[config.mk]
export PLATFORM = sky130hd
export DESIGN_NAME = axis_noise_gate_flat
export DESIGN_NICKNAME = d
export VERILOG_FILES = /design/src/rtl/noise_gate_pkg.sv /design/src/rtl/axis_if.sv /design/src/rtl/ng_gain_mult.sv /design/src/rtl/axis_noise_gate.sv /design/src/flat_wrapper.sv
export SDC_FILE = /design/constraint.sdc
export NUM_CORES = 1
export LEC_CHECK = 0
export CAP_MARGIN = 20
export CORE_MARGIN = 2
export CORE_UTILIZATION = 50
export CTS_CLUSTER_DIAMETER = 60
export DETAILED_ROUTE_END_ITERATION = 12
export PLACE_DENSITY_LB_ADDON = 0.25
export SYNTH_ARGS = -nofsm -noshare
export SYNTH_HDL_FRONTEND = slang
export SYNTH_SLANG_ARGS = --single-unit
[constraint.sdc]
create_clock -name clk -period 8.2 [get_ports clk]
set_clock_uncertainty 0.1 [all_clocks]
set_input_delay 2.46 -clock clk [delete_from_list [all_inputs] [get_ports clk]]
set_output_delay 2.46 -clock clk [all_outputs]
set_load 0.02 [all_outputs]
[src/rtl/noise_gate_pkg.sv]
// Shared types, default sizes and the unity-gain helper for the AXI-stream noise gate.
package noise_gate_pkg;

  localparam int NG_DATA_WIDTH = 24;
  localparam int NG_GAIN_W     = 16;
  localparam int NG_HOLD_W     = 16;

  typedef enum logic [2:0] {
    CLOSED,
    ATTACK,
    OPEN,
    HOLD,
    RELEASE
  } ng_state_e;

  function automatic int unity(input int gain_w);
    return 1 << gain_w;
  endfunction

endpackage

[src/rtl/axis_if.sv]
// Minimal AXI-stream bundle carrying one signed sample per beat.
interface axis_if #(
  parameter int DATA_WIDTH = 24
);
  logic [DATA_WIDTH-1:0] tdata;
  logic                  tvalid;
  logic                  tready;
  logic                  tlast;

  modport master (output tdata, output tvalid, output tlast, input tready);
  modport slave  (input tdata, input tvalid, input tlast, output tready);
endinterface

[src/rtl/ng_gain_mult.sv]
// Combinational signed sample x unsigned gain, scaled back by an arithmetic shift, with a bypass mux.
module ng_gain_mult #(
  parameter int DATA_WIDTH = 24,
  parameter int GAIN_W     = 16
) (
  input  logic [DATA_WIDTH-1:0] din,
  input  logic [GAIN_W:0]       gain,
  input  logic                  bypass,
  output logic [DATA_WIDTH-1:0] dout
);

  localparam int PW = DATA_WIDTH + GAIN_W + 2;

  logic signed [PW-1:0] din_ext;
  logic signed [PW-1:0] gain_ext;
  logic signed [PW-1:0] product;
  logic signed [PW-1:0] shifted;
  logic                 unused_shifted_hi;

  // Gain never exceeds unity, so the scaled result always fits back in DATA_WIDTH bits.
  assign din_ext  = {{(GAIN_W + 2){din[DATA_WIDTH-1]}}, din};
  assign gain_ext = {{(DATA_WIDTH + 1){1'b0}}, gain};
  assign product  = din_ext * gain_ext;
  assign shifted  = product >>> GAIN_W;

  assign dout              = bypass ? din : shifted[DATA_WIDTH-1:0];
  assign unused_shifted_hi = ^shifted[PW-1:DATA_WIDTH];

endmodule

[src/rtl/axis_noise_gate.sv]
// AXI-stream noise gate: a per-beat FSM ramps a soft gain that is applied through a one-beat output register.
// Define NOISE_GATE_HYST_EN to close on thresh_close instead of thresh_open.
module axis_noise_gate
  import noise_gate_pkg::*;
#(
  parameter int DATA_WIDTH = NG_DATA_WIDTH,
  parameter int GAIN_W     = NG_GAIN_W,
  parameter int HOLD_W     = NG_HOLD_W
) (
  input  logic                  clk,
  input  logic                  rst,
  axis_if.slave                 axis_in,
  axis_if.master                axis_out,
  input  logic [DATA_WIDTH-2:0] thresh_open,
  input  logic [DATA_WIDTH-2:0] thresh_close,
  input  logic [HOLD_W-1:0]     hold_frames,
  input  logic [GAIN_W:0]       attack_step,
  input  logic [GAIN_W:0]       release_step,
  input  logic                  bypass,
  output logic                  gate_open
);

  localparam int              UNITY_I = unity(GAIN_W);
  localparam logic [GAIN_W:0] UNITY   = UNITY_I[GAIN_W:0];

  ng_state_e               state;
  logic [GAIN_W:0]         gain;
  logic [HOLD_W-1:0]       hold_cnt;

  logic                    in_ready;
  logic                    accept;
  logic                    out_valid;
  logic [DATA_WIDTH-1:0]   out_data;
  logic                    out_last;
  logic [DATA_WIDTH-1:0]   gated;

  logic [DATA_WIDTH-2:0]   neg_mag;
  logic [DATA_WIDTH-2:0]   mag;
  logic [DATA_WIDTH-2:0]   close_thr;
  logic                    above_open;
  logic                    above_close;

  logic [GAIN_W+1:0]       gain_sum;
  logic [GAIN_W:0]         gain_attack;
  logic [GAIN_W:0]         gain_release;

  assign in_ready       = !out_valid || axis_out.tready;
  assign axis_in.tready = in_ready;
  assign accept         = axis_in.tvalid && in_ready;

  assign axis_out.tvalid = out_valid;
  assign axis_out.tdata  = out_data;
  assign axis_out.tlast  = out_last;

  // Negating only the low bits gives |x| for every negative x except the most negative one.
  assign neg_mag = '0 - axis_in.tdata[DATA_WIDTH-2:0];

  always_comb begin
    mag = axis_in.tdata[DATA_WIDTH-2:0];
    if (axis_in.tdata[DATA_WIDTH-1]) begin
      if (axis_in.tdata[DATA_WIDTH-2:0] == '0) begin
        mag = '1;
      end else begin
        mag = neg_mag;
      end
    end
  end

`ifdef NOISE_GATE_HYST_EN
  assign close_thr = thresh_close;
`else
  logic unused_thresh_close;
  assign close_thr           = thresh_open;
  assign unused_thresh_close = ^thresh_close;
`endif

  assign above_open  = (mag >= thresh_open);
  assign above_close = (mag >= close_thr);

  assign gain_sum     = {1'b0, gain} + {1'b0, attack_step};
  assign gain_attack  = (gain_sum >= {1'b0, UNITY}) ? UNITY : gain_sum[GAIN_W:0];
  assign gain_release = (release_step >= gain) ? '0 : (gain - release_step);

  ng_gain_mult #(
    .DATA_WIDTH(DATA_WIDTH),
    .GAIN_W    (GAIN_W)
  ) u_mult (
    .din   (axis_in.tdata),
    .gain  (gain),
    .bypass(bypass),
    .dout  (gated)
  );

  // One-deep output register; a reset drops whatever beat is waiting in it.
  always_ff @(posedge clk or posedge rst) begin
    if (rst) begin
      out_valid <= 1'b0;
      out_data  <= '0;
      out_last  <= 1'b0;
    end else if (accept) begin
      out_valid <= 1'b1;
      out_data  <= gated;
      out_last  <= axis_in.tlast;
    end else if (axis_out.tready) begin
      out_valid <= 1'b0;
    end
  end

  // The beat that enters ATTACK or RELEASE already applies that state's gain step.
  always_ff @(posedge clk or posedge rst) begin
    if (rst) begin
      state     <= CLOSED;
      gain      <= '0;
      hold_cnt  <= '0;
      gate_open <= 1'b0;
    end else if (accept) begin
      case (state)
        CLOSED: begin
          if (above_open) begin
            gain      <= gain_attack;
            state     <= (gain_attack == UNITY) ? OPEN : ATTACK;
            gate_open <= 1'b1;
          end
        end
        ATTACK: begin
          gain <= gain_attack;
          if (gain_attack == UNITY) begin
            state <= OPEN;
          end
        end
        OPEN: begin
          if (!above_close) begin
            if (hold_frames == '0) begin
              gain      <= gain_release;
              state     <= (gain_release == '0) ? CLOSED : RELEASE;
              gate_open <= 1'b0;
            end else begin
              hold_cnt <= hold_frames;
              state    <= HOLD;
            end
          end
        end
        HOLD: begin
          if (above_open) begin
            state <= OPEN;
          end else if (axis_in.tlast) begin
            hold_cnt <= hold_cnt - HOLD_W'(1);
            if (hold_cnt[HOLD_W-1:1] == '0) begin
              gain      <= gain_release;
              state     <= (gain_release == '0) ? CLOSED : RELEASE;
              gate_open <= 1'b0;
            end
          end
        end
        RELEASE: begin
          if (above_open) begin
            gain      <= gain_attack;
            state     <= (gain_attack == UNITY) ? OPEN : ATTACK;
            gate_open <= 1'b1;
          end else begin
            gain <= gain_release;
            if (gain_release == '0) begin
              state <= CLOSED;
            end
          end
        end
        default: begin
          state     <= CLOSED;
          gate_open <= 1'b0;
        end
      endcase
    end
  end

endmodule

[src/flat_wrapper.sv]
// flat-port wrapper written by rule: the top's interface ports become plain ports
module axis_noise_gate_flat import noise_gate_pkg::*;
#(
  parameter int DATA_WIDTH = NG_DATA_WIDTH,
  parameter int GAIN_W     = NG_GAIN_W,
  parameter int HOLD_W     = NG_HOLD_W
)
  (clk, rst, thresh_open, thresh_close, hold_frames, attack_step, release_step, bypass, gate_open, axis_in_tdata, axis_in_tvalid, axis_in_tlast, axis_in_tready, axis_out_tdata, axis_out_tvalid, axis_out_tlast, axis_out_tready);
  axis_if #(.DATA_WIDTH(DATA_WIDTH)) axis_in_i ();
  axis_if #(.DATA_WIDTH(DATA_WIDTH)) axis_out_i ();
  input  logic clk;
  input  logic rst;
  input  logic [DATA_WIDTH-2:0] thresh_open;
  input  logic [DATA_WIDTH-2:0] thresh_close;
  input  logic [HOLD_W-1:0] hold_frames;
  input  logic [GAIN_W:0] attack_step;
  input  logic [GAIN_W:0] release_step;
  input  logic bypass;
  output logic gate_open;
  input wire logic [$bits(axis_in_i.tdata)-1:0] axis_in_tdata;
  input wire logic [$bits(axis_in_i.tvalid)-1:0] axis_in_tvalid;
  input wire logic [$bits(axis_in_i.tlast)-1:0] axis_in_tlast;
  output wire logic [$bits(axis_in_i.tready)-1:0] axis_in_tready;
  output wire logic [$bits(axis_out_i.tdata)-1:0] axis_out_tdata;
  output wire logic [$bits(axis_out_i.tvalid)-1:0] axis_out_tvalid;
  output wire logic [$bits(axis_out_i.tlast)-1:0] axis_out_tlast;
  input wire logic [$bits(axis_out_i.tready)-1:0] axis_out_tready;
  assign axis_in_i.tdata = axis_in_tdata;
  assign axis_in_i.tvalid = axis_in_tvalid;
  assign axis_in_i.tlast = axis_in_tlast;
  assign axis_in_tready = axis_in_i.tready;
  assign axis_out_tdata = axis_out_i.tdata;
  assign axis_out_tvalid = axis_out_i.tvalid;
  assign axis_out_tlast = axis_out_i.tlast;
  assign axis_out_i.tready = axis_out_tready;
  axis_noise_gate #(.DATA_WIDTH(DATA_WIDTH), .GAIN_W(GAIN_W), .HOLD_W(HOLD_W)) u_core (.clk(clk), .rst(rst), .axis_in(axis_in_i), .axis_out(axis_out_i), .thresh_open(thresh_open), .thresh_close(thresh_close), .hold_frames(hold_frames), .attack_step(attack_step), .release_step(release_step), .bypass(bypass), .gate_open(gate_open));
endmodule
==> results.md <==
- Global routing used ~36% of the available met1 tracks.
- The worst-case clock buffer depth is 2.
- The max-capacitance violation count is 0.
- Counting distinct cell types in the post-synthesis netlist gives 71.
- The data required time of the critical path is between 8 and 9 ns.
- For met2 alone, demand over resource in global routing was between 50 and 60%.
- The type of the most critical hold path is register to register.
- The layout cell share with drive strength beyond 1 is around 16%.
- The die covers 41600 sq um.
- The via-per-instance ratio is between 5 and 6.
- approximately 150 I/O pins were placed.
- After floorplanning, the core was divided into 73 placement rows.
- The startpoint kind of the worst setup timing path is an input port.
- The count of final hold-check violations is 0.
- At the later pin of the worst-skew pair, clock insertion delay measures 0.38 ns.
- Based on the critical path, the design can be clocked at up to approximately 120 MHz.
- met2 is the most crowded layer.
- Input and output buffers added on the ports amount to 130.
- The fraction of registers with async set/reset is 100%.
- The share of the yosys chip area belonging to registers is under 10%.
- The tree is rooted in a sky130_fd_sc_hd__clkbuf_16.
- The remaining global-route overflow is 0.
- In this run the vertical extent of the chip is roughly 200 um.
- The number of antenna violations at the first check in global routing is 5.
- For the finished layout, the period the worst path requires is 8.24 ns.
- The remaining antenna violation count after routing is 0.
- For the pin with the worst max-slew slack, the measured transition is slightly above 1 ns.
- The clock transition at the register clock pins on the worst setup and hold paths after CTS is approximately 0.070 ns.
- The number of global-route vias before repair is ~18000.
- The per-cell routed wire length is roughly 18 um.
- The run finished, with violations left.
- The post-detailed-placement half-perimeter wirelength is around 45000 um.
- The total CTS buffers is 9.
- The count of hold-fix buffers inserted at cts is 0.
- The met3 layer usage reported by global route is around 4.9%.
- The first routing iteration left 963 violations.
- For the worst setup path, the data arrival time is 8.39 ns.
- In the layout the commonest cells are sky130_fd_sc_hd__inv_1, sky130_fd_sc_hd__fa_1, sky130_fd_sc_hd__nand2_1.
- The max-slew violation count was 0.
- In this run the number of H-tree levels came out at 3.
- In this run the cell area measured after placement is ~23000 sq um.
- The number of synthesized flops with an enable pin is 0.
- The most common flop cell mapped by yosys is sky130_fd_sc_hd__dfrtp_1.
- Once the floorplan was initialized, standard cells occupied about half of the core.
- For this run, the detailed router's first-pass iteration total came to 6.
- The number of clock sinks is 63.
- Setup repair after global routing could not meet its margin everywhere.
- The maximum fanout along the worst path is 5.
- Synthesis produced a netlist whose cell count is between 2000 and 2500.
- In the global route stage, overall resource usage came out at 28.8%.
- The tightest hold path in the finished design has a slack of around 0.38 ns.
- The period utilization is 101%.
- Synthesis inferred 63 register bits.
- The final RePlAce weighted congestion is slightly above 0.9.
- STA classifies the critical path endpoint as a register.
- The TritonCTS clock tree is done.
- The final worst-path setup slack is -0.0442 ns.
- The total routed wirelength is between 50000 and 60000 um.
- Leaving out fill and tap cells, the most frequent cell in the layout is sky130_fd_sc_hd__inv_1.
- The final non-filler cell area is 24700 sq um.
- In this run the horizontal extent of the chip is just over 200 um.
- The layout has ~3400 filler cells.
- For this block, the via count after detailed routing is ~17000.
- The post-detailed-route DRC marker count is 0.
- Setup violations remaining at the end of the flow were counted as 2.
- Compared with the post-synthesis result, the final layout area differs by 23.6%.
- In the final design database the tool counted 3291 nets.
- Headroom to the max-slew limit came out at 31.3%.
- The total area inside the core boundary comes to 39600 sq um.
- The path type of the worst setup path is input port to register.
- The first global-routing pass estimated between 90000 and 100000 um of wire.
- After synthesis, the mean cell area works out to ~8.5 sq um.
- The final reports fail on setup timing.
- Entering global routing, the biggest net connects just over 50 pins.
- The net count after synthesis is a little over 3000.
- The cell area after technology mapping is ~20000 sq um.
- The number of warnings printed during yosys synthesis is 0.
[cell families after synthesis]
logic type | synth area share [%]
AND/OR/NAND/NOR | 16.9
AO/OA/AOI/OAI | 11.1
buffers and inverters | 12.3
flip-flops | 7.88
adder cells (fa/ha/maj) | 48.5
XOR/XNOR | 2.76
multiplexers | 0.576
[synthesized netlist by cell type, drive strengths merged, types with 4 or more instances]
library cell  number  area share (%)
and4               5            0.22
xnor2             50             2.2
or3               14            0.49
o21a              16            0.60
o211ai             5            0.19
o21ai            134             3.4
a211oi             8            0.30
mux2               4            0.23
ha               153             9.6
xor2              13            0.57
clkbuf           114             2.1
nand4             14            0.47
nor4              15            0.54
a31oi             14            0.44
fa               389              39
nor2b             10            0.31
nand2            284             5.3
buf                7            0.21
a221o              4            0.20
a32oi              4            0.18
and2             193             6.0
nor2              61             1.2
mux2i              7            0.35
inv              528             9.9
o21bai             9            0.34
a22oi             19            0.71
or2                4            0.13
nand2b            13            0.41
nor3b              5            0.21
nand3             16            0.40
a31o               4            0.18
dfrtp             63             7.9
a21o              25            0.94
a21oi             78             2.0
o22a               4            0.18
nor3              30            0.75
[routing by layer]
metal,routed length (um),share of wire (%),vias up
li1,-,-,7807
met1,23200,41,8580
met2,28200,50,483
met3,3400,6.0,108
met4,1750,3.1,2
met5,13,0.023,-
[what timing repair did]
item	CTS	global route
gates resized for setup	212	97
gates cloned	3	2
pin swaps	99	67
setup buffers	40	12
endpoints found under the setup margin	55	53
[final cells by class]
| cell class | instances | area [sq um] | share of cell area [%] |
|---|---|---|---|
| antenna | 3 | 7.51 | 0.0304 |
| clock buffer | 9 | 225 | 0.912 |
| clock inverter | 7 | 105 | 0.425 |
| inverter | 528 | 1990 | 8.05 |
| multi-input combinational | 1650 | 16700 | 67.4 |
| sequential | 63 | 1580 | 6.38 |
| tap | 525 | 657 | 2.66 |
| timing repair buffer | 371 | 3490 | 14.1 |
[state kept, by name, summed over array words and instances (netlist names)]
signal,flops
u_core.axis_out.tdata,24
u_core.gain,17
u_core.hold_cnt,16
u_core.state,3
u_core.axis_out.tlast,1
u_core.axis_out.tvalid,1
u_core.gate_open,1
[critical path: stages]
cell	delay [ns]
sky130_fd_sc_hd__buf_6	0.09
sky130_fd_sc_hd__buf_6	0.12
sky130_fd_sc_hd__and2_4	0.15
sky130_fd_sc_hd__fa_1	0.53
sky130_fd_sc_hd__inv_1	0.05
sky130_fd_sc_hd__fa_1	0.48
sky130_fd_sc_hd__fa_1	0.55
sky130_fd_sc_hd__inv_2	0.05
sky130_fd_sc_hd__fa_1	0.48
sky130_fd_sc_hd__fa_1	0.51
sky130_fd_sc_hd__inv_2	0.04
sky130_fd_sc_hd__fa_1	0.49
sky130_fd_sc_hd__inv_1	0.06
sky130_fd_sc_hd__ha_4	0.21
sky130_fd_sc_hd__a21o_1	0.15
sky130_fd_sc_hd__a21o_1	0.21
sky130_fd_sc_hd__a311oi_4	0.32
sky130_fd_sc_hd__o211ai_1	0.14
sky130_fd_sc_hd__buf_4	0.19
sky130_fd_sc_hd__nand3_4	0.11
sky130_fd_sc_hd__a31oi_4	0.10
sky130_fd_sc_hd__a311oi_2	0.34
sky130_fd_sc_hd__buf_4	0.17
sky130_fd_sc_hd__buf_4	0.12
sky130_fd_sc_hd__xnor2_1	0.11
sky130_fd_sc_hd__o221ai_1	0.12
[stage by stage]
| stage | util (%) | setup WS (ns) | cells | setup TNS [ns] |
|---|---|---|---|---|
| after floorplan | - | 0.00193 | 2362 | 0 |
| after global placement | 58.2 | -1.29 | 3082 | -37.47 |
| after detailed placement | 58.2 | -1.42 | 3082 | -41.51 |
| after CTS | 61.2 | 0.00169 | 3141 | 0 |
| after global routing | 62.3 | -0.252 | 3153 | -1.48 |
| final | 62.3 | -0.0442 | 3156 | -0.0679 |
[worst paths after layout]
| path | from | cells after the start | slack (ns) | to |
|---|---|---|---|---|
| worst max-delay path | axis_in_tdata[15] | 26 | -0.04 | u_core.axis_out.tdata[21]$_DFFE_PP0P_ |
| max in group asynchronous | rst | 3 | 4.62 | u_core.axis_out.tdata[3]$_DFFE_PP0P_ |
| min in group asynchronous | rst | 2 | 2.31 | u_core.axis_out.tdata[23]$_DFFE_PP0P_ |
| worst min register to register | u_core.axis_out.tdata[5]$_DFFE_PP0P_ | 2 | 0.38 | u_core.axis_out.tdata[5]$_DFFE_PP0P_ |
| worst min-delay path | u_core.axis_out.tdata[5]$_DFFE_PP0P_ | 2 | 0.38 | u_core.axis_out.tdata[5]$_DFFE_PP0P_ |
| worst max register to register | u_core.gain[7]$_DFFE_PP0P_ | 25 | 1.15 | u_core.axis_out.tdata[21]$_DFFE_PP0P_ |
Power is left out: the tool's default activity adds up to more than one toggle a clock period on the data nets, which glitch-free logic cannot reach.
